File: config.mk
export PLATFORM = sky130hd
export DESIGN_NAME = arm_data_mem_responder
export DESIGN_NICKNAME = d
export VERILOG_FILES = /design/src/rtl/arm_data_mem_responder.sv
export SDC_FILE = /design/constraint.sdc
export NUM_CORES = 2
export LEC_CHECK = 0
export ABC_AREA = 1
export CAP_MARGIN = 20
export CORE_ASPECT_RATIO = 0.5
export CORE_MARGIN = 5
export CORE_UTILIZATION = 45
export CTS_CLUSTER_DIAMETER = 120
export DETAILED_ROUTE_END_ITERATION = 12
export DONT_BUFFER_PORTS = 1
export REMOVE_ABC_BUFFERS = 1
export SLEW_MARGIN = 0
export SYNTH_ARGS = -nofsm -noshare
export SYNTH_HDL_FRONTEND = slang
export SYNTH_SLANG_ARGS = --single-unit
export TNS_END_PERCENT = 10
File: constraint.sdc
create_clock -name i_CLK -period 2.05 [get_ports i_CLK]
set_input_delay 0.3075 -clock i_CLK [delete_from_list [all_inputs] [get_ports i_CLK]]
set_output_delay 0.3075 -clock i_CLK [all_outputs]
set_load 0.05 [all_outputs]
File: src/rtl/arm_data_mem_responder.sv
// arm_data_mem_responder: CPU data-memory slave with word RAM, timer, status and debug-TX FIFO
module arm_data_mem_responder #(
  parameter int BusWidth  = 32,
  parameter int RamDepth  = 64,
  parameter int FifoDepth = 4
) (
  input  logic                i_CLK,
  input  logic                i_NRESET,
  input  logic                i_Mem_Write,
  input  logic [BusWidth-1:0] i_Addr,
  input  logic [BusWidth-1:0] i_Write_Data,
  output logic [BusWidth-1:0] o_Read_Data,
  output logic                o_Dbg_Valid,
  output logic [7:0]          o_Dbg_Data,
  input  logic                i_Dbg_Ready
);
  localparam int RA = $clog2(RamDepth);
  localparam int FA = $clog2(FifoDepth);
  localparam logic [BusWidth-1:0] A_CNT = BusWidth'(32'hFFFF0000);
  localparam logic [BusWidth-1:0] A_CMP = BusWidth'(32'hFFFF0004);
  localparam logic [BusWidth-1:0] A_ST  = BusWidth'(32'hFFFF0008);
  localparam logic [BusWidth-1:0] A_TX  = BusWidth'(32'hFFFF000C);

  logic [BusWidth-1:0] ram_q [RamDepth];
  logic [7:0]          fifo_q [FifoDepth];
  logic [BusWidth-1:0] timer_q, timer_d, cmp_q, cmp_d;
  logic                match_q, match_d, ovf_q, ovf_d;
  logic [FA-1:0]       wr_ptr_q, wr_ptr_d, rd_ptr_q, rd_ptr_d;
  logic [FA:0]         cnt_q, cnt_d;
  logic [BusWidth-1:0] addr_w, status;
  logic                is_ram, wr_cnt, wr_cmp, wr_st, wr_tx, empty, full, push, pop;

  assign addr_w = {i_Addr[BusWidth-1:2], 2'b00};
  assign is_ram = i_Addr < BusWidth'(4 * RamDepth);
  assign wr_cnt = i_Mem_Write && addr_w == A_CNT;
  assign wr_cmp = i_Mem_Write && addr_w == A_CMP;
  assign wr_st  = i_Mem_Write && addr_w == A_ST;
  assign wr_tx  = i_Mem_Write && addr_w == A_TX;
  assign empty  = cnt_q == '0;
  assign full   = cnt_q == (FA+1)'(FifoDepth);
  // Overflow is judged on registered fullness, so a same-cycle pop never makes room for a push
  assign push   = wr_tx && !full;
  assign pop    = !empty && i_Dbg_Ready;
  assign status = {{(BusWidth-4){1'b0}}, ovf_q, match_q, full, empty};

  assign o_Dbg_Valid = !empty;
  assign o_Dbg_Data  = empty ? 8'h00 : fifo_q[rd_ptr_q];
  assign o_Read_Data = is_ram          ? ram_q[i_Addr[RA+1:2]] :
                       addr_w == A_CNT ? timer_q :
                       addr_w == A_CMP ? cmp_q :
                       addr_w == A_ST  ? status : '0;

  // Next-state for timer, sticky status bits and FIFO bookkeeping; set events beat W1C clears
  always_comb begin
    timer_d  = wr_cnt ? i_Write_Data : timer_q + BusWidth'(1);
    cmp_d    = wr_cmp ? i_Write_Data : cmp_q;
    match_d  = (timer_q == cmp_q) | (match_q & ~(wr_st & i_Write_Data[2]));
    ovf_d    = (wr_tx & full) | (ovf_q & ~(wr_st & i_Write_Data[3]));
    wr_ptr_d = wr_ptr_q + FA'(push);
    rd_ptr_d = rd_ptr_q + FA'(pop);
    cnt_d    = cnt_q + (FA+1)'(push) - (FA+1)'(pop);
  end

  // Control state register; RAM and FIFO storage live outside reset
  always_ff @(posedge i_CLK or negedge i_NRESET) begin
    if (!i_NRESET) begin
      timer_q  <= '0;
      cmp_q    <= '1;
      match_q  <= 1'b0;
      ovf_q    <= 1'b0;
      wr_ptr_q <= '0;
      rd_ptr_q <= '0;
      cnt_q    <= '0;
    end else begin
      timer_q  <= timer_d;
      cmp_q    <= cmp_d;
      match_q  <= match_d;
      ovf_q    <= ovf_d;
      wr_ptr_q <= wr_ptr_d;
      rd_ptr_q <= rd_ptr_d;
      cnt_q    <= cnt_d;
    end
  end

  // Word RAM and FIFO storage writes, contents preserved across reset
  always_ff @(posedge i_CLK) begin
    if (i_Mem_Write && is_ram) ram_q[i_Addr[RA+1:2]] <= i_Write_Data;
    if (push) fifo_q[wr_ptr_q] <= i_Write_Data[7:0];
  end
endmodule

# == Word-level counts from Yosys, hierarchy flattened ==
# Memories as Yosys holds them, arrays and structs flattened.
# Index checks and enable logic that the tools add are counted.
# Widths: inputs -> output; s select.
# classes
addsub,5
mul,0
n_div,0
magnitude_cmp,1
eq_ne,6
shifts,0
n_mux,10
n_bitwise,9
n_reduce_logical,10
# ops
operator,count
$mux 32,4
$eq 30x30->1 const B,4
$add 32x1->32 const B,1
$eq 32x32->1,1
$lt 32x9->1 const B,1
$mux 8,1
$logic_and 1x1->1,7
$and 1x1->1,5
$add 2x1->2,2
$mux 1,4
$mux 4,1
$add 3x1->3,1
$eq 3x3->1 const B,1
$logic_not 3->1,1
$sub 3x1->3,1
$logic_not 1->1,2
$not 1->1,2
$or 1x1->1,2
# word_totals
ff_bits,73
latchBits,0
ram_bits,2080
rom_bits,0
inputBits,68
output_inout_bits,41
word_cells,50
mem_count,2
# mem_list
name,depth,word_bits,read_ports,rd_clocked_by_memory_dff,wr,line_no,source
ram_q,64,32,1,0,1,24,logic [BusWidth-1:0] ram_q [RamDepth];
fifo_q,4,8,1,0,1,25,logic [7:0] fifo_q [FifoDepth];

# == Longest topological paths before layout ==
# depth
ltp_word,6
ltp_mapped,16
mapped_depth_nobuf,15

# == Worst setup path before layout ==
# No wires, ideal clock.
# synth_timing
path_type,input -> register
from,input i_Addr[24]
to,"memory ram_q[11][0], enable pin"
setup_time_ps,421
arrival_ps,2729
required_time_ps,1629
path_slack_ps,-1100
path_stages,9
n_path_buf,1
path_cell_list,or2_2 nor2_1 nand2_1 nor2_1 nand2_1 buf_2 inv_1 nand3_1 nor2_1
# synth_between
elab_chain_cells,4
# synth_rtl
element,line_no,source
start: declaration,10,"input logic [BusWidth-1:0] i_Addr,"
$lt 32x9->1,34,assign is_ram = i_Addr < BusWidth'(4 * RamDepth);
$logic_and 1x1->1,87,if (i_Mem_Write && is_ram) ram_q[i_Addr[RA+1:2]] <= i_Write_Data;
$mux 1,87,
$mux 1 (implied by the code),87,
end: declaration,24,
# No other way between the ends.

# == Worst setup path after layout ==
# layout_timing
from,input i_Addr[4]
to,output o_Read_Data[22]
# layout_between
elab_chain_cells,4
word_cells_on_any_way,7
cone_classes,order compare: 1; eq/ne: 2; mux: 3; memory: 1
# layout_rtl
element,line_no,source
"parallel branches: the longest is 3 deep, another holds $lt 32x9->1",--,
$mux 32 *,48,assign o_Read_Data = is_ram ? ram_q[i_Addr[RA+1:2]] :
end: declaration,12,"output logic [BusWidth-1:0] o_Read_Data,"
# Every way passes the cells marked *.

==> results.md <==
- Run status: complete, but fails checks
- Failing checks: slew limit, setup timing
- Mean Syn Cell Area: between 10 and 15 um2
- Hold Crit Class: input port to asynchronous set/reset pin
- Sequential power share: ~52%
- CTS clk-pin slew, worst paths: 60 ps
- Worst Setup Start Kind: input port
- Biggest area consumer among synthesized cells: edfxtp_1
- Worst setup slack after layout: -1204 ps
- Setup WS pre-CTS: -1446 ps
- Pins Over Slew Limit: roughly 120
- Critical path class: input port to output port
- Cell Area, Synth: 92500 um2
- Synth Instances: slightly above 9000
- Crit-path max FO: 348
- VDD IR-drop max: about 630 uV
- Largest net degree at the start of global routing: between 1000 and 1500
- GR Overflow Total: 0
- Unrepaired setup endpoints after global routing: true
- Net Sw Frac: 23.59%
- CP Capture Type: output port
- Layout area overhead: 20.33%
- Achievable Freq: 0.3073 GHz
- CTS tree: built
- Vias in the first global route: 60550
- Vias per inst: around 5.4
- CP endpoint: o_Read_Data[22]
- CTS buffer count: roughly 200
- CP max stage delay: around 330 ps
- Remaining antenna violation count: 0
- Design Area, Final: ~110000 um2
- R2r worst-path depth: 11
- Share of the synthesized area in the top cell type: around 68%
- Die H: 330.6 um
- Fin crit share: 158.7%
- FF-to-FF setup slack: -180 ps
- Initial core utilization: 45.36%
- Post-synth cell types: 38
- Fin crit period: 3254 ps
- Routed len/inst: 23.48 um
- Clock Latency Late Sink: 850 ps
- Vias post-DR: 67320
- Final nets: 9669
- CP Data Arrival Time: ~3000 ps
- Highest-delay cell along the critical path: clkinv_16
- Row count: 117
- Clock root buffer: clkbuf_16
- Crit path from: i_Addr[4]
- Antenna violations before repair: 7
- Sw power: 21880 uW
- Static leakage: 0.04588 uW
- Clk_skew: about 31 ps
- Register area share after synthesis: between 60% and 70%
- Area of the core: 203900 um2
- GP Congestion: 0.9245
- Multi-input gate area: 27240 um2
- First-pass GRT wire length: 407300 um
- Drt pass-1 iters: 6
- Synthesis-stage register bit count: 2153
- IO buf count: 0
- Setup Viol. Count Final: 173
- Residual DRC: 0
- Placed cell areas: 100500 um2
- Total wire length: 293100 um
- Crit-path cells: clkinv_16, buf_12, buf_4, buf_4, nand2_1, nand2_2, nand2_1, nand2_2, inv_1, nand3_1, nand2_2, inv_2, buf_12
- Die area: roughly 220000 um2
- Worst-Margin Slew: 1903 ps
- Stages on the worst setup path: 13
- Max Buffers Root-to-Sink: 4
- Layout filler cell count: 17190
- Reg area: roughly 64000 um2
- Final-report hold violation count: 0
- Data required, critical path: 1740 ps
- Final HPWL DP: 154500 um
- Largest delay share family, worst path: buffers and inverters
- Initial DRC Count: 9248
- Clock power share: 39.1%
- H-tree Lvls: 4
- Warnings, synthesis: 0
- Num ports: 109
- GRT Total Usage: between 20% and 30%
- MaxCap Viol Count: 0
- Layout cells sized above 1: 14.36%
- Internal power: roughly 70000 uW
- Most used cell along the critical path: nand2_2
- Reg-to-Reg Start: cnt_q[1]
- Synth top area cells: edfxtp_1 (68%), nand2_1 (23%), buf_2 (1.5%)
- Pwr/cell area: 833.4 nW/um2
- Comb pwr share: 8.8%
- Sink Count: around 2200
- Die W: 651.2 um
- Buf+Inv Stages, Crit Path: 7
- Slew margin rel.: -26.84%
- Worst R2R End: cnt_q[2]
through the flow:
| step | setup TNS, ps | hold WS [ps] | total power [uW] | util, % | cells |
|---|---|---|---|---|---|
| floorplan | - | 11.91 | 52920 | - | 8736 |
| global placement | -1472960 | 16.73 | 54570 | 49.30 | 11980 |
| detailed placement | -1375180 | 17.29 | 54610 | 49.30 | 11980 |
| CTS | -51240 | 15.11 | 91870 | 53.44 | 12420 |
| global route | -38660 | 25.53 | 95570 | 54.58 | 12480 |
| finish | -45300 | 11.64 | 92760 | 54.58 | 12490 |
cells by family after synthesis:
group           share of synthesized area (%)
buf+inv                                 3.039
simple gates                            26.09
fa+ha+maj                             0.08928
flops                                   69.54
xor+xnor                               0.5019
compound gates                         0.7332
area by class of cell:
type	count	area share (%)
Tap cell	2737	3.077
Sequential cell	2153	57.79
Antenna cell	4	0.008993
Clock buffer	261	4.879
Clock inverter	94	0.6396
Inverter	154	0.5756
Multi-Input combinational cell	6429	24.47
Timing Repair Buffer	655	8.555
power by group through the flow:
stage | Clock [uW] | Sequential, uW | Combinational [uW]
floorplan | 0 | 49300 | 3640
global placement | 0 | 49200 | 5340
detailed placement | 0 | 49200 | 5370
CTS | 36600 | 48300 | 6950
global route | 38500 | 48300 | 8780
finish | 36200 | 48300 | 8200
worst min path at each step:
stage,to,cells after the start
6_report,rd_ptr_q[1],2
5_1_grt,rd_ptr_q[1],2
4_1_cts,wr_ptr_q[0],2
3_5_place_dp,rd_ptr_q[0],0
3_3_place_gp,rd_ptr_q[1],0
2_1_floorplan,cnt_q[0],0
layout by cell type (no fill, tap or decap), drive strengths merged, types with 3 or more instances in the layout:
| cell | n |
|---|---|
| xor2 | 44 |
| dfstp | 32 |
| nand2 | 5708 |
| edfxtp | 2080 |
| clkinv | 81 |
| xnor2 | 9 |
| nand3 | 83 |
| a21oi | 23 |
| o211ai | 22 |
| o21ai | 75 |
| bufinv | 12 |
| buf | 582 |
| or2 | 11 |
| nand4 | 139 |
| bufbuf | 3 |
| inv | 154 |
| dlygate4sd3 | 35 |
| clkbuf | 295 |
| nor3 | 32 |
| diode | 4 |
| nor2 | 270 |
| dfrtp | 41 |
| nor4 | 4 |
| ha | 5 |
layer usage:
layer	vias up	part of all wire, %	track usage, %
met1	32700	44	39.24
met2	3431	42	36.60
met4	0	3.2	7.858
met3	397	11	4.523
met5	-	0	0
li1	30800	-	-
flip-flops by register name, indices dropped and copies added (netlist names), 2 cells and up:
register	cells
rd_ptr_q	2
fifo_q	32
wr_ptr_q	2
cnt_q	3
timer_q	32
cmp_q	32
ram_q	2048
Yosys cell counts (all sizes together):
cell,instances
dfstp,32
clkinv,1
nor4,4
o211ai,22
o2111ai,1
nand4,139
nor2,270
ha,5
buf,334
fa,1
xor2,44
nand2,5708
xnor2,9
inv,153
edfxtp,2080
nor3,32
a21oi,23
a31oi,1
o21ai,75
dfrtp,41
nand3,83
nand2b,1
or2,11
clkbuf,139
repair_timing:
action,in CTS,in global routing
hold buffers,69,0
cloned,7,38
setup buffers,11,23
endpoints found under the hold margin,2219,0
gates resized for setup,240,336
setup endpoints to repair,316,2191
pin swaps,8,97
No activity file was read; power rests on OpenSTA's default activity.
